**src/rtl/dcache_controller_if.sv**
```systemverilog
// CPU-side, comparator and main-memory signals of the direct-mapped data cache.
// The slave modport is the cache; the master modport is its environment.
interface dcache_controller_if;
  logic        read;
  logic        write;
  logic [7:0]  address;
  logic [7:0]  writedata;
  logic [7:0]  readdata;
  logic        busywait;
  logic [2:0]  tag_stored;
  logic [2:0]  tag_in;
  logic        tag_check;
  logic        mem_read;
  logic        mem_write;
  logic [5:0]  mem_address;
  logic [31:0] mem_writedata;
  logic [31:0] mem_readdata;
  logic        mem_busywait;

  modport slave (
    input  read, write, address, writedata, tag_check, mem_readdata, mem_busywait,
    output readdata, busywait, tag_stored, tag_in, mem_read, mem_write,
           mem_address, mem_writedata
  );

  modport master (
    output read, write, address, writedata, tag_check, mem_readdata, mem_busywait,
    input  readdata, busywait, tag_stored, tag_in, mem_read, mem_write,
           mem_address, mem_writedata
  );
endinterface

```
**src/rtl/dcache_controller.sv**
```systemverilog
// Direct-mapped write-back data cache controller: 8 lines x 4 bytes, hits in zero added cycles,
// misses stall the CPU via busywait through WRITEBACK/FETCH/UPDATE until the line is refilled.
module dcache_controller (
  input  logic          clock,
  input  logic          reset,
  dcache_controller_if.slave bus
);

  typedef enum logic [1:0] {IDLE, WRITEBACK, FETCH, UPDATE} state_e;

  state_e      state_q, state_d;
  logic [7:0]  valid_q, valid_d;
  logic [7:0]  dirty_q, dirty_d;
  logic [31:0] fetch_q, fetch_d;
  logic [2:0]  tag_q  [8];
  logic [31:0] data_q [8];

  logic [2:0]  tag_v;
  logic [2:0]  idx;
  logic [1:0]  off;
  logic        hit;
  logic [31:0] blk_cur;
  logic [31:0] blk_merged;
  logic        line_we;
  logic [31:0] line_data_d;
  logic [2:0]  line_tag_d;

  assign tag_v   = bus.address[7:5];
  assign idx     = bus.address[4:2];
  assign off     = bus.address[1:0];
  assign blk_cur = data_q[idx];
  assign hit     = valid_q[idx] & bus.tag_check;

  assign bus.tag_stored = tag_q[idx];
  assign bus.tag_in     = tag_v;
  assign bus.readdata   = hit ? blk_cur[{off, 3'b000} +: 8] : 8'h00;

  always_comb begin
    blk_merged = blk_cur;
    blk_merged[{off, 3'b000} +: 8] = bus.writedata;
  end

  always_comb begin
    state_d           = state_q;
    valid_d           = valid_q;
    dirty_d           = dirty_q;
    fetch_d           = fetch_q;
    line_we           = 1'b0;
    line_data_d       = blk_merged;
    line_tag_d        = tag_q[idx];
    bus.busywait      = 1'b1;
    bus.mem_read      = 1'b0;
    bus.mem_write     = 1'b0;
    bus.mem_address   = {tag_v, idx};
    bus.mem_writedata = blk_cur;

    unique case (state_q)
      IDLE: begin
        bus.busywait = (bus.read | bus.write) & ~hit;
        // A simultaneous read and write is served as a write.
        if (bus.write && hit) begin
          line_we      = 1'b1;
          dirty_d[idx] = 1'b1;
        end else if ((bus.read || bus.write) && !hit) begin
          state_d = (valid_q[idx] && dirty_q[idx]) ? WRITEBACK : FETCH;
        end
      end
      WRITEBACK: begin
        bus.mem_write   = 1'b1;
        bus.mem_address = {tag_q[idx], idx};
        if (!bus.mem_busywait) state_d = FETCH;
      end
      FETCH: begin
        bus.mem_read = 1'b1;
        if (!bus.mem_busywait) begin
          fetch_d = bus.mem_readdata;
          state_d = UPDATE;
        end
      end
      UPDATE: begin
        line_we      = 1'b1;
        line_data_d  = fetch_q;
        line_tag_d   = tag_v;
        valid_d[idx] = 1'b1;
        dirty_d[idx] = 1'b0;
        state_d      = IDLE;
      end
      default: state_d = IDLE;
    endcase
  end

  always_ff @(posedge clock) begin
    if (reset) begin
      state_q <= IDLE;
      valid_q <= '0;
      dirty_q <= '0;
      fetch_q <= '0;
    end else begin
      state_q <= state_d;
      valid_q <= valid_d;
      dirty_q <= dirty_d;
      fetch_q <= fetch_d;
    end
  end

  // Tag/data arrays carry no reset; valid bits qualify their contents.
  always_ff @(posedge clock) begin
    if (!reset && line_we) begin
      data_q[idx] <= line_data_d;
      tag_q[idx]  <= line_tag_d;
    end
  end

endmodule
```
**src/flat_wrapper.sv**
```systemverilog
// flat-port wrapper written by rule: the top's interface ports become plain ports
module dcache_controller_flat 
  (clock, reset, bus_read, bus_write, bus_address, bus_writedata, bus_tag_check, bus_mem_readdata, bus_mem_busywait, bus_readdata, bus_busywait, bus_tag_stored, bus_tag_in, bus_mem_read, bus_mem_write, bus_mem_address, bus_mem_writedata);
  dcache_controller_if bus_i ();
  input  logic clock;
  input  logic reset;
  input wire logic [$bits(bus_i.read)-1:0] bus_read;
  input wire logic [$bits(bus_i.write)-1:0] bus_write;
  input wire logic [$bits(bus_i.address)-1:0] bus_address;
  input wire logic [$bits(bus_i.writedata)-1:0] bus_writedata;
  input wire logic [$bits(bus_i.tag_check)-1:0] bus_tag_check;
  input wire logic [$bits(bus_i.mem_readdata)-1:0] bus_mem_readdata;
  input wire logic [$bits(bus_i.mem_busywait)-1:0] bus_mem_busywait;
  output wire logic [$bits(bus_i.readdata)-1:0] bus_readdata;
  output wire logic [$bits(bus_i.busywait)-1:0] bus_busywait;
  output wire logic [$bits(bus_i.tag_stored)-1:0] bus_tag_stored;
  output wire logic [$bits(bus_i.tag_in)-1:0] bus_tag_in;
  output wire logic [$bits(bus_i.mem_read)-1:0] bus_mem_read;
  output wire logic [$bits(bus_i.mem_write)-1:0] bus_mem_write;
  output wire logic [$bits(bus_i.mem_address)-1:0] bus_mem_address;
  output wire logic [$bits(bus_i.mem_writedata)-1:0] bus_mem_writedata;
  assign bus_i.read = bus_read;
  assign bus_i.write = bus_write;
  assign bus_i.address = bus_address;
  assign bus_i.writedata = bus_writedata;
  assign bus_i.tag_check = bus_tag_check;
  assign bus_i.mem_readdata = bus_mem_readdata;
  assign bus_i.mem_busywait = bus_mem_busywait;
  assign bus_readdata = bus_i.readdata;
  assign bus_busywait = bus_i.busywait;
  assign bus_tag_stored = bus_i.tag_stored;
  assign bus_tag_in = bus_i.tag_in;
  assign bus_mem_read = bus_i.mem_read;
  assign bus_mem_write = bus_i.mem_write;
  assign bus_mem_address = bus_i.mem_address;
  assign bus_mem_writedata = bus_i.mem_writedata;
  dcache_controller u_core (.clock(clock), .reset(reset), .bus(bus_i));
endmodule
```
**config.mk**
```make
export PLATFORM = sky130hd
export DESIGN_NAME = dcache_controller_flat
export DESIGN_NICKNAME = d
export VERILOG_FILES = /design/src/rtl/dcache_controller_if.sv /design/src/rtl/dcache_controller.sv /design/src/flat_wrapper.sv
export SDC_FILE = /design/constraint.sdc
export NUM_CORES = 1
export LEC_CHECK = 0
export CAP_MARGIN = 10
export CORE_MARGIN = 2
export CORE_UTILIZATION = 63
export DETAILED_ROUTE_END_ITERATION = 6
export PLACE_DENSITY = 0.89
export SYNTH_ARGS = -nofsm -noshare
export SYNTH_HDL_FRONTEND = slang
export SYNTH_SLANG_ARGS = --single-unit
```
**constraint.sdc**
```tcl
create_clock -name clock -period 8.85 [get_ports clock]
set_clock_uncertainty 0.05 [all_clocks]
set_input_delay 1.77 -clock clock [delete_from_list [all_inputs] [get_ports clock]]
set_output_delay 1.77 -clock clock [all_outputs]
set_load 0.03 [all_outputs]
```
# Yosys cells after proc, flatten, opt, wreduce, memory -nomap -nowiden

Memories as Yosys holds them, arrays and structs flattened.
Cells that the tools add are included.

Register bits after elaboration: 50
Memory bits (writable): 280
Input bits: 54
Output and inout bits: 55
Memories: 2

Memories:

| memory        | depth | bits a word | read ports | clocked after memory_dff | write ports | line                    | text |
|---|---|---|---|---|---|---|---|
| u_core.data_q | 8     | 32          | 1          | 0                        | 1           | dcache_controller.sv:16 | `logic [31:0] data_q [8];` |
| u_core.tag_q  | 8     | 3           | 1          | 0                        | 1           | dcache_controller.sv:15 | `logic [2:0] tag_q [8];` |

$add $sub $neg: 1
Order comparisons: 2
Equality and inequality tests: 8
Shift-type cells: 3
Mux-type cells: 26
Bitwise gates (word level): 9
Reductions and logical operators: 13

Operators by type and width:

| operator                 | number |
|---|---|
| $bwmux W32               | 1 |
| $mux W32                 | 1 |
| $shift A8 B7 Y32 const A | 1 |
| $shiftx A32 B6 Y8        | 1 |
| $shiftx A8 B7 Y32        | 1 |
| $mux W8                  | 2 |
| $or A8 B8 Y8             | 2 |
| $pmux W8 S2              | 1 |
| $mux W2                  | 5 |
| $mux W1                  | 9 |
| $and A8 B8 Y8            | 1 |
| $not A8 Y8               | 1 |
| $pmux W2 S4              | 1 |
| $neg A5 Y7               | 1 |
| $bmux W1 S3              | 2 |
| $mux W6                  | 1 |
| $ne A2 B2 Y1 const B     | 3 |
| $logic_and A1 B1 Y1      | 5 |
| $eq A2 B2 Y1 const B     | 2 |
| $lt A3 B4 Y1 const B     | 1 |
| $ne A2 B1 Y1 const B     | 2 |
| $reduce_and A2 Y1        | 2 |
| $reduce_and A4 Y1        | 1 |
| $demux W1 S3             | 1 |
| other kinds (11)         | 14 |

# Depth between registers and ports, before layout

Gate-level depths: netlist of run 1.

Depth in word-level cells: 9
Depth in mapped cells: 10
Gate-level depth less buffers: 7

# Worst setup path before layout of run 1

OpenSTA, ideal clock, no wires.

Path type: input to output
From: in bus_address[3]
To: out bus_readdata[0]
Arrival: 4.304 ns
Data required time: 7.030 ns
Slack: 2.726 ns
Stages: 8
Buffers on the path: 3
Cell sequence: buf_6 buf_12 buf_12 nor2_2 a221oi_1 o21ai_0 a21oi_1 o32ai_1

RTL lines:

| element                         | line                    | text |
|---|---|---|
| start: declaration              | flat_wrapper.sv:9       | `input wire logic [$bits(bus_i.address)-1:0] bus_address;` |
| $mem_v2 Z8 W32                  | -                       |  |
| named net bus_mem_writedata[16] | flat_wrapper.sv:21      | `output wire logic [$bits(bus_i.mem_writedata)-1:0] bus_mem_writedata;` |
| $shiftx A32 B6 Y8               | dcache_controller.sv:36 | `assign bus.readdata = hit ? blk_cur[{off, 3'b000} +: 8] : 8'h00;` |
| $mux W8                         | dcache_controller.sv:36 |  |
| end: declaration                | flat_wrapper.sv:14      | `output wire logic [$bits(bus_i.readdata)-1:0] bus_readdata;` |

The timed path passes the listed nets, and every way through them passes these cells. The select of a mux whose other input is x is not followed.

# Final worst setup path of run 1

From: in bus_address[2]
To: out bus_readdata[1]

Cells in the longest elaborated chain, start to end: 4

Ends and longest elaborated chain:

| element                                                | line |
|---|---|
| branches (longest 3 deep; another with $mem_v2 Z8 W32) | - |
| $mux W8 (*)                                            | dcache_controller.sv:36 |

Every way passes the cells marked *. The select of a mux whose other input is x is not followed.

==> results of run 1 <==
-- metrics by stage --
stage | util | area (sq um) | hold WS (ns) | std cells
2_1_floorplan | - | 14000 | 0.378 | 966
3_3_place_gp | 0.699 | 15200 | 0.394 | 1308
3_5_place_dp | 0.699 | 15200 | 0.397 | 1308
4_1_cts | 0.744 | 16200 | 0.405 | 1363
5_1_grt | 0.744 | 16200 | 0.423 | 1363
6_report | 0.744 | 16200 | 0.405 | 1363
-- synth_stat cells, types with 3 or more instances --
cell      number  area, sq um
mux2i_1       39          390
o21ai_0       23          115
buf_2         11         55.1
mux2_2        36          405
a32oi_1        5         43.8
o21ai_1        5         25.0
clkinv_1       4         15.0
o22ai_1        9         56.3
edfxtp_1     280         8410
inv_1         38          143
nor3b_1        3         22.5
buf_1          3         11.3
and2_1         6         37.5
buf_6          8         90.1
a221o_1        9         90.1
dfxtp_1       50         1000
nor2b_1        4         25.0
ha_1          10          125
clkbuf_1      25         93.8
mux4_2        18          405
buf_4         17          128
a221oi_1      51          447
o21a_1         8         60.1
a22oi_1       15          113
nor2_1        40          150
nor3_1        21          105
a21oi_1       65          325
a22o_1         3         26.3
a221oi_2       4         60.1
nand2_1      103          387
mux4_1        10          263
a31oi_1        5         31.3
-- layer usage --
metal	vias up	GRT usage
met5	-	0
met4	0	0.144
met3	173	0.0539
met2	970	0.517
met1	4631	0.450
li1	3938	-
-- power groups by stage --
stage | sequential (W) | combinational (W) | clock [W]
final | 0.00181 | 0.000559 | 0.00132
after global routing | 0.00182 | 0.000589 | 0.00136
after CTS | 0.00181 | 0.000542 | 0.00131
after detailed placement | 0.00185 | 0.000534 | 0
after global placement | 0.00184 | 0.000514 | 0
after floorplan | 0.00184 | 0.000343 | 0
-- layout make-up --
cell class | instances | share of cell area
Sequential cell | 330 | 0.579
Multi-Input combinational cell | 526 | 0.253
Timing Repair Buffer | 128 | 0.0749
Clock buffer | 33 | 0.0482
Tap cell | 280 | 0.0216
Clock inverter | 22 | 0.0131
Inverter | 44 | 0.0102
-- registers in the layout (all words and copies together) (netlist names), named ones only --
signal and cells:
u_core.state_q 2, u_core.data_q 256, u_core.valid_q 8, u_core.fetch_q 32, u_core.tag_q 24
-- worst paths after layout --
kind,depth (start not counted),end,start
max,9,bus_readdata[1],bus_address[2]
min,2,u_core.fetch_q[9],u_core.fetch_q[9]
max reg2reg,7,u_core.data_q[5][18],u_core.state_q[0]
min reg2reg,2,u_core.fetch_q[9],u_core.fetch_q[9]
-- logic make-up after synthesis --
kind of cell	share of synthesized area
AOI/OAI and AO/OA	0.112
DFF	0.670
and+or+nand+nor	0.0614
muxes	0.106
adders and majority gates	0.00892
buffers and inverters	0.0415
-- worst reg2reg max path: stages, from the launching register on --
cell	delay, ns
dfxtp_1	0.39
ha_2	0.18
buf_4	0.59
clkinv_1	0.84
o21ai_1	0.32
nand2_1	0.47
nor2_4	0.65
buf_4	0.48
==> out/qor.yml, run 1 <==
grt_usage: 0.325
start_util: 0.643
numCtsBuffers: 30
dp_hpwl_um: 23700
layout_min_cycle_time_ns: 7.16
nets: 1124
max_stage_delay_ns: 0.71
mostFrequentLayoutCell: "edfxtp_1"
synth_nets: 1030
cap_violations: 0
antennaDiodeCount: 0
synth.avg_cell_area_sq_um: 14.5
synth_area_sq_um: 14000
h-tree-depth: 1
comb_power_share: 0.151
io_buffers: 108
drc: 8
yosysSeqAreaShare: 0.670
slowest_stage: "clkdlybuf4s50_1"
grt_max_degree: 79
synth_edf_count: 280
cpMostUsedCell: "buf_4"
slew_headroom: 0.213
regArea_sq_um: 9410
crit_path_start_kind: "input port"
seq_power_share: 0.492
die_h_um: 153
syn_inst: 966
violations: "DRC"
yosys_warnings: 0
gr-total-overflow: 0
post_cts_buffers: 0
hold_path.class: "flip-flop to flip-flop"
peakVddDrop_mv: 0.202
synth_seq_cells: 330
setup_viol: 0
rows: 54
grt_pass1_vias: 9461
gp_congestion: 0.872
p_clk_frac: 0.357
p_leak_nw: 5.32
power.density_nw_per_um2: 227
wirelength_um: 38600
end_kind: "output port"
final_cell_mix: "edfxtp_1 (280), clkdlybuf4s50_1 (104), nand2_1 (103)"
synth.distinct_cells: 62
critPathKind: "input port to output port"
clk_pin_slew_ns: 0.06
post_drt_wl_per_cell_um: 28.3
die_w_um: 153
p_int_w: 0.00272
synthToLayoutAreaGrowth_pct: 15.7
cp.required_ns: 7.03
finalSetupTns_ns: 0
clock_latency_ns: 0.56
swShare: 0.262
multi_input_area_sq_um: 4100
root_buffer: "clkbuf_16"
io_pins: 109
core-area_sq_um: 21800
cts.path.max_buffers: 3
cp.arrival_ns: 5.34
async_flop_share: 0
power_switching_w: 0.000965
cts_tree: "built"
fin_crit_sh: 0.809
reg2reg_slack_ns: 4.51
hold_viol: 0
status: "complete, but fails checks"
synth_flop_cell: "edfxtp_1"
drive_gt1_frac: 0.139
drv_slew: 0
dr.pass1.iters: 7
vias: 9712
drt-met1-wl_um: 13100
fp.dieArea_sq_um: 23500
tightest_slew_ns: 1.17
cp_num_buf_inv: 4
wl_met2_um: 18100
crit_chain: "buf_2, buf_4, and2_1, buf_4, a221oi_1, o21ai_0, mux2i_1, o22ai_1, clkdlybuf4s50_1"
routed.top_layer: "met4"
drtAntennaViolNets: 0
post-place-ws_ns: 1.92
p_total_w: 0.00369
fin_ws_ns: 1.69
ctsHoldBuffers: 0
grt_pass1_wl_um: 57800
wl_met3_um: 5580
fmax_mhz: 140
vias_per_cell: 7.13
rsz0062_at_grt: "no"
critPathMaxFanout: 38
drtIter0Drc: 1648
post_cts_resized: 0
antenna_found_initial: 0
fillerInstances: 1301
path_delay_family: "buffers and inverters"
cts_sinks: 330
Note: power is estimated with default switching activity, not from simulation.
==> inputs of run 2 (changes only) <==
--- a/config.mk
+++ b/config.mk
@@ -7,9 +7,9 @@
 export LEC_CHECK = 0
 export CAP_MARGIN = 10
 export CORE_MARGIN = 2
-export CORE_UTILIZATION = 63
+export CORE_UTILIZATION = 58
 export DETAILED_ROUTE_END_ITERATION = 6
-export PLACE_DENSITY = 0.89
+export PLACE_DENSITY = 0.83
 export SYNTH_ARGS = -nofsm -noshare
 export SYNTH_HDL_FRONTEND = slang
 export SYNTH_SLANG_ARGS = --single-unit
==> constraint.sdc (replaced) <==
create_clock -name clock -period 6.8 [get_ports clock]
set_clock_uncertainty 0.05 [all_clocks]
set_input_delay 1.36 -clock clock [delete_from_list [all_inputs] [get_ports clock]]
set_output_delay 1.36 -clock clock [all_outputs]
set_load 0.03 [all_outputs]
==> run 2 against run 1 <==
  * The run now ends clean
  * Power grew 32%
  * Wire length shrank 3.3%
  * Final cell count grew 4.0%
  * Cell area grew 1.4%
  * Setup slack lost 0.95 ns
  * Worst hold slack lost 0.0012 ns
  * Flip-flop and latch count is the same
  * Sequential share of layout area shrank 0.79 points
  * Count of clock-buffer cells in the layout grew 6
  * Utilization shrank 4.7 points
  * Highest routed layer unchanged
==> out/qor.yml, run 2 (synthesis gave the netlist of run 1 again) <==
tightest_slew_ns: 1.14
grt_max_degree: 69
drtIter0Drc: 1419
drtAntennaViolNets: 0
ctsHoldBuffers: 0
fp.dieArea_sq_um: 25500
post_cts_buffers: 0
top_register: "u_core.data_q"
r2r-start: "u_core.state_q[0]"
h-tree-depth: 1
max_stage_delay_ns: 0.84
path_delay_family: "buffers and inverters"
reg2reg_slack_ns: 2.30
io_buffers: 108
largest_reg_flops: 256
fin_crit_sh: 0.890
layout_min_cycle_time_ns: 6.05
end_kind: "output port"
grt_usage: 0.291
cp_num_cells: 7
mostFrequentLayoutCell: "edfxtp_1"
clk_pin_slew_ns: 0.06
nets: 1139
placed_cell_area_sq_um: 15400
gp_congestion: 0.947
rsz0062_at_grt: "no"
critPathMaxFanout: 38
vias_per_cell: 6.61
fmax_mhz: 165
dp_hpwl_um: 24000
start_util: 0.594
slowest_stage: "nor2b_1"
hp-start: "u_core.fetch_q[12]"
fillerInstances: 1559
status: "complete, no violations"
top_regs: "u_core.data_q (256), u_core.fetch_q (32), u_core.tag_q (24)"
rows: 56
io_pins: 109
drc: 0
cts_sinks: 330
rr_endpoint: "u_core.data_q[0][30]"
critPathKind: "input port to output port"
cp_num_buf_inv: 2
drv_slew: 0
root_buffer: "clkbuf_16"
crit_path_start_kind: "input port"
numCtsBuffers: 31
post_cts_resized: 0
grt_pass1_vias: 9151
crit_chain: "buf_4, nor2b_1, a221oi_1, o22ai_2, mux2i_1, a2111oi_2, clkdlybuf4s50_1"
clock_latency_ns: 0.56
finalSetupTns_ns: 0
synthToLayoutAreaGrowth_pct: 17.3
slew_headroom: 0.233
antennaDiodeCount: 0
power.density_nw_per_um2: 297
gr-total-overflow: 0
die_w_um: 160
reg2reg_depth: 7
antenna_found_initial: 0
cp.required_ns: 5.39
wirelength_um: 37300
design_area_sq_um: 16500
peakVddDrop_mv: 0.244
grt_pass1_wl_um: 56200
hold_viol: 0
p_leak_nw: 5.43
post_drt_wl_per_cell_um: 26.3
whs_path_depth: 2
cts.path.max_buffers: 3
setup_viol: 0
die_h_um: 160
dr.pass1.iters: 6
p_total_w: 0.00488
vias: 9375
hold_path.class: "flip-flop to flip-flop"
cp.arrival_ns: 4.64
post-route-util: 0.697
cap_violations: 0
holdPathEnd: "u_core.fetch_q[12]"
core-area_sq_um: 23600
drive_gt1_frac: 0.152
cts_tree: "built"
final_cell_mix: "edfxtp_1 (280), clkdlybuf4s50_1 (104), nand2_1 (103)"
==> run 2: cell count changes in the layout (fill, tap and decap cells not counted), sizes merged <==
cell      delta
buf         +14
clkbuf       +6
clkinv       -4
clkinvlp     -2
bufinv       +1
inv          +1
==> run 2: final cells by class <==
type                            count  area, sq um  share of cell area
Timing Repair Buffer              142         1320              0.0802
Tap cell                          319          399              0.0242
Clock inverter                     18          231              0.0141
Inverter                           44          165              0.0100
Sequential cell                   330         9410               0.571
Clock buffer                       39          836              0.0508
Multi-Input combinational cell    526         4100               0.249
==> run 2: where the power goes <==
part           internal [W]  total (W)  switching [W]
combinational      0.000234   0.000717       0.000483
clock               0.00106    0.00180       0.000744
sequential          0.00234    0.00236      0.0000234
==> run 2: worst max path at each step <==
stage / endpoint / from
global placement: bus_readdata[7] / bus_address[3]
detailed placement: bus_readdata[7] / bus_address[3]
global route: bus_readdata[7] / bus_address[3]
floorplan: u_core.data_q[3][0] / bus_address[3]
finish: bus_readdata[7] / bus_address[3]
CTS: bus_readdata[7] / bus_address[3]
==> run 2: metal layers <==
metal,wire [um],vias to the layer above,global-route usage
li1,-,3978,-
met4,1380,0,0.115
met3,4510,102,0.0576
met5,0,-,0
met1,14100,4598,0.406
met2,17300,697,0.457
==> run 2: stage by stage <==
stage / hold slack, ns / cells / worst slack, ns
6_report: 0.404 / 1418 / 0.746
5_1_grt: 0.430 / 1418 / 0.750
4_1_cts: 0.407 / 1418 / 0.860
3_5_place_dp: 0.397 / 1361 / 0.869
3_3_place_gp: 0.393 / 1361 / 0.887
2_1_floorplan: 0.378 / 966 / 1.47
==> run 2: tightest hold or removal path, cell delays in order, from the launching register on <==
cell and delay, ns:
dfxtp_1 0.31, nand2_1 0.05, a21oi_1 0.05
==> inputs of run 3 (changes only) <==
--- a/config.mk
+++ b/config.mk
@@ -6,7 +6,6 @@
 export NUM_CORES = 1
 export LEC_CHECK = 0
 export CAP_MARGIN = 10
-export CORE_MARGIN = 2
 export CORE_UTILIZATION = 58
 export DETAILED_ROUTE_END_ITERATION = 6
 export PLACE_DENSITY = 0.83
==> run 3 against run 2 <==
  * Sequential share of layout area decreased by 0.12 points
  * Critical endpoint is now bus_readdata[3]
  * Cell area is 0.21% higher
  * Utilization up 0.14 points
  * Wire length up 0.26%
  * Sequential power about the same
  * Power grew 1.0%
  * Critical path depth is the same
  * Worst hold slack got worse by 0.0013 ns
  * Via count down 0.65%
  * Global-route usage increased by 2.2 points
==> out/qor.yml, run 3 (synthesis gave the netlist of run 1 again) <==
antenna_found_initial: 0
crit_path_start_kind: "input port"
io_pins: 109
status: "complete, no violations"
synthToLayoutAreaGrowth_pct: 17.6
slew_headroom: 0.183
post_drt_wl_per_cell_um: 26.4
hold_path.class: "flip-flop to flip-flop"
post_cts_resized: 0
top_register: "u_core.data_q"
rsz0062_at_grt: "no"
cp.required_ns: 5.39
largest_reg_flops: 256
die_w_um: 158
cts_sinks: 330
start_util: 0.594
vias_per_cell: 6.56
nets: 1138
fmax_mhz: 164
cts_tree: "built"
r2r-start: "u_core.state_q[0]"
drtAntennaViolNets: 0
grt_usage: 0.313
wl_met2_um: 17600
reg2reg_depth: 6
numCtsBuffers: 34
end_kind: "output port"
layout_min_cycle_time_ns: 6.08
post-place-ws_ns: 0.936
routed.top_layer: "met4"
fin_ws_ns: 0.717
comb_power_share: 0.144
cp.arrival_ns: 4.67
rows: 56
critPathMaxFanout: 49
p_clk_frac: 0.377
top_regs: "u_core.data_q (256), u_core.fetch_q (32), u_core.tag_q (24)"
p_int_w: 0.00368
post_cts_buffers: 0
gr-total-overflow: 0
mostFrequentLayoutCell: "edfxtp_1"
fin_crit_sh: 0.895
clock_latency_ns: 0.51
final_cell_mix: "edfxtp_1 (280), clkdlybuf4s50_1 (104), nand2_1 (103)"
finalSetupTns_ns: 0
dp_hpwl_um: 23800
die_h_um: 158
wirelength_um: 37400
power_switching_w: 0.00125
drv_slew: 0
ctsHoldBuffers: 0
h-tree-depth: 2
cts.path.max_buffers: 3
critPathKind: "input port to output port"
cap_violations: 0
whs_path_depth: 2
grt_pass1_vias: 9145
seq_power_share: 0.479
critical_path.startpoint: "bus_address[4]"
peakVddDrop_mv: 0.200
antennaDiodeCount: 0
wl_met3_um: 4450
fp.dieArea_sq_um: 24800
grt_max_degree: 68
hp-start: "u_core.fetch_q[14]"
power.density_nw_per_um2: 299
drive_gt1_frac: 0.154
core-area_sq_um: 23600
p_leak_nw: 5.45
dr.pass1.iters: 5
root_buffer: "clkbuf_16"
clk_pin_slew_ns: 0.06
drtIter0Drc: 1186
gp_congestion: 0.886
drc: 0
io_buffers: 108
grt_pass1_wl_um: 55700
setup_viol: 0
hold_viol: 0
vias: 9314
drt-met1-wl_um: 13900
swShare: 0.254
tightest_slew_ns: 1.22
## run 3: changes by cell type in the layout (fill, tap and decap cells not counted), sizes merged
cell	before	now
clkbuf	39	47
clkinvlp	1	2
bufinv	5	2
buf	38	34
inv	41	40
## run 3: through the flow
stage / instance area, sq um / utilization / power (W) / hold slack [ns] / std cells
after floorplan: 14000 / - / 0.00284 / 0.378 / 966
after global placement: 15400 / 0.651 / 0.00308 / 0.392 / 1357
after detailed placement: 15400 / 0.651 / 0.00310 / 0.398 / 1357
after CTS: 16500 / 0.699 / 0.00493 / 0.406 / 1419
after global routing: 16500 / 0.699 / 0.00506 / 0.428 / 1419
final: 16500 / 0.699 / 0.00493 / 0.402 / 1419
## run 3: critical path, stage by stage
cell,delay (ns)
buf_4,0.52
nor2b_1,0.69
a22oi_1,0.22
o221ai_1,0.61
o21ai_0,0.18
o22ai_1,0.34
clkdlybuf4s50_1,0.74
## run 3: path summary, 6_finish.rpt
kind                                             end  slack (ns)
worst max-delay path                 bus_readdata[3]        0.72
worst min-delay path              u_core.fetch_q[14]        0.40
worst max register to register  u_core.data_q[5][18]        3.28
worst min register to register    u_core.fetch_q[14]        0.40
## run 3: layout make-up
cell class | count | area (sq um)
flip-flops and latches | 330 | 9410
fillers | 1556 | 7110
multi-input cells | 526 | 4100
repair buffers | 138 | 1290
clock buffers | 47 | 1000
well taps | 319 | 399
inverters | 44 | 165
clock inverters | 15 | 128
## run 3: metal layers
layer  global-route usage  up-vias
met4                0.129        0
met5                    0        -
li1                     -     3970
met2                0.494      704
met3               0.0650      129
met1                0.425     4511
## run 3: power by group through the flow
stage                     Sequential, W  Clock [W]  Combinational (W)
after floorplan                 0.00239          0           0.000446
after global placement          0.00240          0           0.000676
after detailed placement        0.00240          0           0.000697
after CTS                       0.00236    0.00187           0.000701
after global routing            0.00237    0.00194           0.000755
final                           0.00236    0.00186           0.000712
